**src/rtl/jk_excitation_driver.sv**
```systemverilog
// JK excitation driver: takes a target word, emits one JK code per cycle LSB first, then checks readback.
// Latency accept->done is WIDTH+2 cycles; tgt_ready only in IDLE, so tgt_valid is ignored while busy.
module jk_excitation_driver #(
  parameter int WIDTH      = 8,
  parameter bit USE_TOGGLE = 1'b1
) (
  input  logic                         clk,
  input  logic                         rst_n,
  input  logic                         tgt_valid,
  input  logic [WIDTH-1:0]             tgt_data,
  output logic                         tgt_ready,
  input  logic [WIDTH-1:0]             q_fb,
  output logic [2*WIDTH-1:0]           jk,
  output logic                         busy,
  output logic                         done,
  output logic                         err,
  output logic [$clog2(WIDTH+1)-1:0]   chg_cnt
);

  localparam int CW = $clog2(WIDTH+1);
  localparam int IW = $clog2(WIDTH);

  typedef enum logic [1:0] {S_IDLE, S_DRIVE, S_FLUSH, S_CHECK} state_t;

  state_t               r_state;
  state_t               w_state_nxt;
  logic                 w_accept;
  logic                 w_diff;
  logic [1:0]           w_code;
  logic [2*WIDTH-1:0]   w_jk_nxt;
  logic [WIDTH-1:0]     r_tgt;
  logic [WIDTH-1:0]     r_snap;
  logic [IW-1:0]        r_idx;
  logic [CW-1:0]        r_cnt;
  logic [2*WIDTH-1:0]   r_jk;
  logic                 r_done;
  logic                 r_err;
  logic [CW-1:0]        r_chg;

  always_ff @(posedge clk or negedge rst_n) begin
    if (!rst_n) r_state <= S_IDLE;
    else        r_state <= w_state_nxt;
  end

  always_comb begin
    w_state_nxt = r_state;
    w_accept    = 1'b0;
    case (r_state)
      S_IDLE: begin
        if (tgt_valid) begin
          w_accept    = 1'b1;
          w_state_nxt = S_DRIVE;
        end
      end
      S_DRIVE: if (r_idx == IW'(WIDTH-1)) w_state_nxt = S_FLUSH;
      S_FLUSH: w_state_nxt = S_CHECK;
      S_CHECK: w_state_nxt = S_IDLE;
      default: w_state_nxt = S_IDLE;
    endcase
  end

  // Codes come from the snapshot, not live q_fb, so a toggle never compounds on an already-moved bit.
  always_comb begin
    w_diff   = r_tgt[r_idx] ^ r_snap[r_idx];
    w_code   = USE_TOGGLE ? 2'b11 : {r_tgt[r_idx], ~r_tgt[r_idx]};
    w_jk_nxt = '0;
    if (r_state == S_DRIVE && w_diff) begin
      for (int i = 0; i < WIDTH; i++) begin
        if (i == int'(r_idx)) w_jk_nxt[2*i +: 2] = w_code;
      end
    end
  end

  always_ff @(posedge clk or negedge rst_n) begin
    if (!rst_n) begin
      r_tgt  <= '0;
      r_snap <= '0;
      r_idx  <= '0;
      r_cnt  <= '0;
      r_jk   <= '0;
      r_done <= 1'b0;
      r_err  <= 1'b0;
      r_chg  <= '0;
    end else begin
      r_jk   <= w_jk_nxt;
      r_done <= (r_state == S_CHECK);
      if (w_accept) begin
        r_tgt  <= tgt_data;
        r_snap <= q_fb;
        r_idx  <= '0;
        r_cnt  <= '0;
        r_err  <= 1'b0;
      end
      if (r_state == S_DRIVE) begin
        r_idx <= r_idx + IW'(1);
        if (w_diff) r_cnt <= r_cnt + CW'(1);
      end
      if (r_state == S_CHECK) begin
        r_err <= (q_fb != r_tgt);
        r_chg <= r_cnt;
      end
    end
  end

  assign tgt_ready = (r_state == S_IDLE);
  assign busy      = (r_state != S_IDLE);
  assign jk        = r_jk;
  assign done      = r_done;
  assign err       = r_err;
  assign chg_cnt   = r_chg;

endmodule

```
**config.mk**
```make
export PLATFORM = sky130hd
export DESIGN_NAME = jk_excitation_driver
export DESIGN_NICKNAME = d
export VERILOG_FILES = /design/src/rtl/jk_excitation_driver.sv
export SDC_FILE = /design/constraint.sdc
export NUM_CORES = 1
export LEC_CHECK = 0
export ABC_AREA = 1
export BUFFER_PORTS_ARGS = -buffer_cell sky130_fd_sc_hd__buf_2
export CAP_MARGIN = 20
export CORE_ASPECT_RATIO = 0.75
export CORE_MARGIN = 8
export CORE_UTILIZATION = 54
export DETAILED_ROUTE_END_ITERATION = 7
export PLACE_DENSITY_LB_ADDON = 0.3
export SLEW_MARGIN = 10
export SYNTH_ARGS = -nofsm -noshare
export SYNTH_HDL_FRONTEND = slang
export SYNTH_SLANG_ARGS = --single-unit
export TNS_END_PERCENT = 5
```
**constraint.sdc**
```tcl
create_clock -name clk -period 1.8 [get_ports clk]
set_input_delay 0.18 -clock clk [delete_from_list [all_inputs] [get_ports clk]]
set_output_delay 0.18 -clock clk [all_outputs]
set_load 0.005 [all_outputs]
```
Word level (Yosys, flattened, before mapping)
Index checks and enable logic that the tools add are counted.
- memory bits (writable): 0
- latch bits: 0
- memory bits (read-only): 0
- input bits: 19
- logic and storage cells: 59
- bits in registers: 47
- output and inout bits: 24
- memories: 0
- multiply operators: 0
- reduce and logical (&&, ||, !) cells: 7
- bitwise logic cells: 1
- shift operators: 0
- order comparisons: 1
- muxes and demuxes: 25
- equal/unequal tests: 14
- add/sub/neg operators: 2
- div/mod/pow operators: 0
- operators with widths (cell ; count):
    2-to-1 mux 2 bit ; 10
    2-to-1 mux 16 bit ; 1
    == test 3 bit (first input constant) ; 4
    2-to-1 mux 4 bit ; 3
    inequality test 8 bit ; 1
    one-hot mux 2 bit (4 select lines) ; 1
    binary-select mux 1 bit (select 3 bit) ; 2
    == test 2 x 3 -> 1 bit (first input constant) ; 2
    2-to-1 mux 1 bit ; 6
    2-to-1 mux 3 bit ; 2
    nonzero test 2 bit ; 3
    adder 4 x 1 -> 4 bit (second input constant) ; 1
    == test 2 bit (second input constant) ; 2
    less-than comparator 3 x 4 -> 1 bit (second input constant) ; 1
    inequality test 2 bit (second input constant) ; 2
    adder 3 x 1 -> 3 bit (second input constant) ; 1
    == test 1 x 3 -> 1 bit (first input constant) ; 1
    == test 3 bit (second input constant) ; 1
    zero test 3 bit ; 1
    == test 2 x 1 -> 1 bit (second input constant) ; 1
    zero test 2 bit ; 1
    AND reduction 2 bit ; 1
    logical AND 1 bit ; 1
    XOR 1 bit ; 1

Depth between registers and ports, before layout
- depth in word-level cells: 5
- mapped depth: 13
- gate-level depth less buffers: 11

Worst setup path before layout
Ideal clock, no wire load.
- path kind: reg2reg
- from: register r_state[0]
- to: register r_cnt[2]
- data arrival time: 1.387 ns
- cell stages (with the launch flop): 9
- path buffers: 1
- period minus slack after synthesis: 1.508 ns
- path slack: 0.292 ns
- data required time: 1.678 ns
- library setup time: 0.122 ns
- cells stage by stage: dfrtp_1 -> inv_1 -> ha_1 -> nand2_1 -> inv_1 -> clkbuf_1 -> nor2_1 -> nand2_1 -> o21ai_2
- word-level cells in the longest chain between the ends: 5
- elaborated cells on any way between the ends: 6
- those cells by class: eq/ne (1); mux (4); reduce/logical (1)
- RTL lines (what ; line ; RTL):
    start: declaration ; 25 ; state_t r_state;
    start signal: assignment ; 42 ; else r_state <= w_state_nxt;
    zero test 2 bit * ; - ;
    named net tgt_ready ; 11 ; output logic tgt_ready,
    2-to-1 mux 1 bit * ; 48 ; case (r_state)
    2-to-1 mux 4 bit * ; 87 ; if (w_accept) begin
    2-to-1 mux 4 bit ; 96 ; if (w_diff) r_cnt <= r_cnt + CW'(1);
    2-to-1 mux 4 bit * ; 94 ; if (r_state == S_DRIVE) begin
    end signal: assignment ; 96 ;
    end: declaration ; 34 ; logic [CW-1:0] r_cnt;
The timed path passes the listed nets; every way through them passes the cells marked *.
A chain may end at the register's enable or synchronous reset.

Final worst setup path
- from: register r_idx[1]
- to: register r_cnt[0]
- word-level cells in the longest chain between the ends: 5
- elaborated cells on any way between the ends: 7
- those cells by class: mux (6); bitwise (1)
- RTL lines (what ; line ; RTL):
    start: declaration ; 33 ; logic [IW-1:0] r_idx;
    start signal: assignment ; 95 ; r_idx <= r_idx + IW'(1);
    binary-select mux 1 bit (select 3 bit) ; 64 ; w_diff = r_tgt[r_idx] ^ r_snap[r_idx];
    2-to-1 mux 1 bit (not written as such) ; 64 ;
    XOR 1 bit * ; 64 ;
    2-to-1 mux 4 bit * ; 96 ;
    2-to-1 mux 4 bit * ; 94 ;
Mark *: on every way between the ends. The rest lies on a longest branch, timed or not. The select of a mux whose other input is x is not followed.

==> flow_metrics.tcl <==
set metrics [dict create \
    status "finished clean" \
    antenna-diode-count 0 \
    synth_ff_type "dfrtp_1" \
    arrival_ns 1.78 \
    cts_max_level 2 \
    synth.distinct_cells 27 \
    area_delta_synth_final_pct 15.0 \
    place_congestion 0.883 \
    drt_iter0_drc 82 \
    crit_chain "inv_1 > nand3_1 > nand2_1 > nand2_1 > nand2_2 > nand2_2 > nand3_4 > nand2_1 > nand2_1 > inv_1" \
    wire_per_inst_um 12.0 \
    syn_area_per_cell_um2 8.35 \
    yosys.cell_count.top_type "nand2_1" \
    vias_per_cell 4.80 \
    num_rows 19 \
    p_leak_nw 1.36 \
    required_ns 2.00 \
    synth_warnings 0 \
    cts_tree "yes" \
    coreArea_um2 3730 \
    grt_max_degree 40 \
    initial_core_util_pct 57.3 \
    synth_edf_count 0 \
    slew_violations 0 \
    drive_gt1_share_pct 26.7 \
    max_freq_ghz 0.630 \
    antenna_found_initial 0 \
    layout.nets 326 \
    fin_cells 348 \
    power_mw 4.19 \
    fin_ws_ns 0.213 \
    root_buffer "clkbuf_8" \
    grt_pass1_vias 1538 \
    yosys-top-cells-count "70 x nand2_1, 40 x inv_1, 39 x dfrtp_1, 23 x o21ai_0, 13 x nand3_1" \
    wl_um 4190 \
    cts-buffers-inserted 5 \
    async_flop_share_pct 100 \
    io_buffers 42 \
    nFillCells 332 \
    tightest_slew_ns 0.477 \
    peakVddDrop_mv 0.768 \
    drtPass1Iterations 4 \
    die_h_um 70.5 \
    setup_viol 0 \
    ys_seq_elements 39 \
    ioPinCount 43 \
    crit_slowest_cell "dfrtp_1" \
    grt.total_usage_pct 14.1 \
    critPathMostFrequentCell "nand2_1" \
    drc 0 \
    clockBufferDepth 2 \
    synth_cells 256 \
    max_slew_margin_pct 68.2 \
    rsz0062_at_grt "no" \
    cp-start-kind "register" \
    hold_violations 0 \
    clkSlewWorstSetupHoldPaths_ns 0.08 \
    finClkSkew_ns 0.00907 \
    timing.setup.tns_ns 0 \
    ys_top_cells_by_area "dfrtp_1 46%, nand2_1 12%, ha_1 7.0%" \
    maxCapViolations 0 \
    critPathMaxStageDelay_ns 0.47 \
    routed-via-count 1671 \
    yosysTopAreaCell "dfrtp_1" \
    post_cts_buffers 0 \
    clock_sinks 39 \
    dieArea_um2 6250 \
    die_w_um 88.6 \
    clk_latency_ns 0.30 \
    ys_seq_area_share_pct 45.7 \
    crit_type "register to register" \
    dpl.hpwl_um 3200 \
    post-route-util_pct 65.8 \
    grt_overflow 0 \
    ant_nets 0 \
    finalCritPeriodShare_pct 88.2 \
    dp.cells 339 \
    powerDensity_nw_per_um2 1710 \
    synth_nets 287 \
    endpoint_kind "register" \
    grt_pass1_wl_um 6840 \
    dp_slack_ns 0.163 \
    cp_max_fo 13 \
    period_needed_ns 1.59 \
    netlist_area_um2 2140 \
    synth_top_area_share_pct 45.7 \
    hp-class "input pin to register" \
]
-- flip-flops by register name, indices dropped and copies added (netlist names) --
register  flops
chg_cnt       4
r_state       2
r_idx         3
done          1
err           1
r_cnt         4
jk            8
r_tgt         8
r_snap        8
-- critical path: cells and delay by family, from the launching register on --
| kind | cells | cell delay (ns) |
|---|---|---|
| flip-flops | 1 | 0.47 |
| buffers and inverters | 2 | 0.27 |
| AND/OR/NAND/NOR | 8 | 0.75 |
-- path summary, 6_finish.rpt --
path | startpoint | endpoint | slack (ns) | cells after the start
worst max register to register | r_idx[1]$_DFFE_PN0P_ | r_cnt[0]$_DFF_PN0_ | 0.21 | 10
worst min-delay path | tgt_data[5] | r_tgt[5]$_DFFE_PN0P_ | 0.1 | 3
worst max-delay path | r_idx[1]$_DFFE_PN0P_ | r_cnt[0]$_DFF_PN0_ | 0.21 | 10
min in group asynchronous | rst_n | r_tgt[3]$_DFFE_PN0P_ | 0.46 | 3
worst min register to register | chg_cnt[0]$_DFFE_PN0P_ | chg_cnt[0]$_DFFE_PN0P_ | 0.49 | 2
max in group asynchronous | rst_n | r_idx[0]$_DFFE_PN0P_ | 1.00 | 3
-- cells by family after synthesis --
family | count (synthesis) | share of synthesized area (%)
buffers and inverters | 57 | 12.8
AND/OR/NAND/NOR | 117 | 26.3
XOR/XNOR | 3 | 1.23
adder cells (fa/ha/maj) | 12 | 7.03
AO/OA/AOI/OAI | 28 | 6.91
flip-flops | 39 | 45.7
-- area by class of cell --
| type | instances | area (µm²) | area share [%] |
|---|---|---|---|
| inverters | 42 | 160 | 6.52 |
| well taps | 52 | 65.1 | 2.65 |
| multi-input cells | 160 | 887 | 36.1 |
| clock buffers | 6 | 82.6 | 3.36 |
| clock inverters | 2 | 35.0 | 1.43 |
| repair buffers | 47 | 250 | 10.2 |
| flip-flops and latches | 39 | 977 | 39.8 |
-- cells in the final DEF (no fill, tap or decap), drive strengths merged, types with 2 or more instances in the layout --
cell type,netlist,layout
inv,42,42
o22ai,2,2
dfrtp,39,39
o21ai,24,24
xor2,2,2
nor4,2,2
nand2,79,79
ha,12,12
nand3,17,17
nand4,2,2
nor3,6,6
clkbuf,3,6
buf,12,46
nor2,11,11
-- report_power, final --
group / internal, mW / switching (mW) / leakage [nW]
clock: 0.448 / 0.307 / 0.0612
sequential: 1.23 / 0.264 / 0.500
combinational: 0.706 / 1.24 / 0.803
total: 2.38 / 1.81 / 1.36
-- through the flow --
step | hold WS (ns) | area [µm²]
after floorplan | -0.116 | 2140
after global placement | 0.258 | 2330
after detailed placement | 0.259 | 2330
after CTS | 0.0886 | 2460
after global routing | 0.100 | 2460
final | 0.0954 | 2460
-- routing by layer --
| layer | share of wire [%] | global-route usage [%] | vias up |
|---|---|---|---|
| met5 | 0 | 0 | - |
| met1 | 48 | 18.4 | 754 |
| met2 | 41 | 20.2 | 49 |
| li1 | - | - | 860 |
| met4 | 1.6 | 6.17 | 0 |
| met3 | 9.7 | 4.79 | 8 |
-- what timing repair did --
action,4_1_cts,5_1_grt
hold buffers,1,0
endpoints found under the hold margin,39,0
endpoints found under the setup margin,0,3
resized for setup,0,1
(Power assumes the default switching activity.)
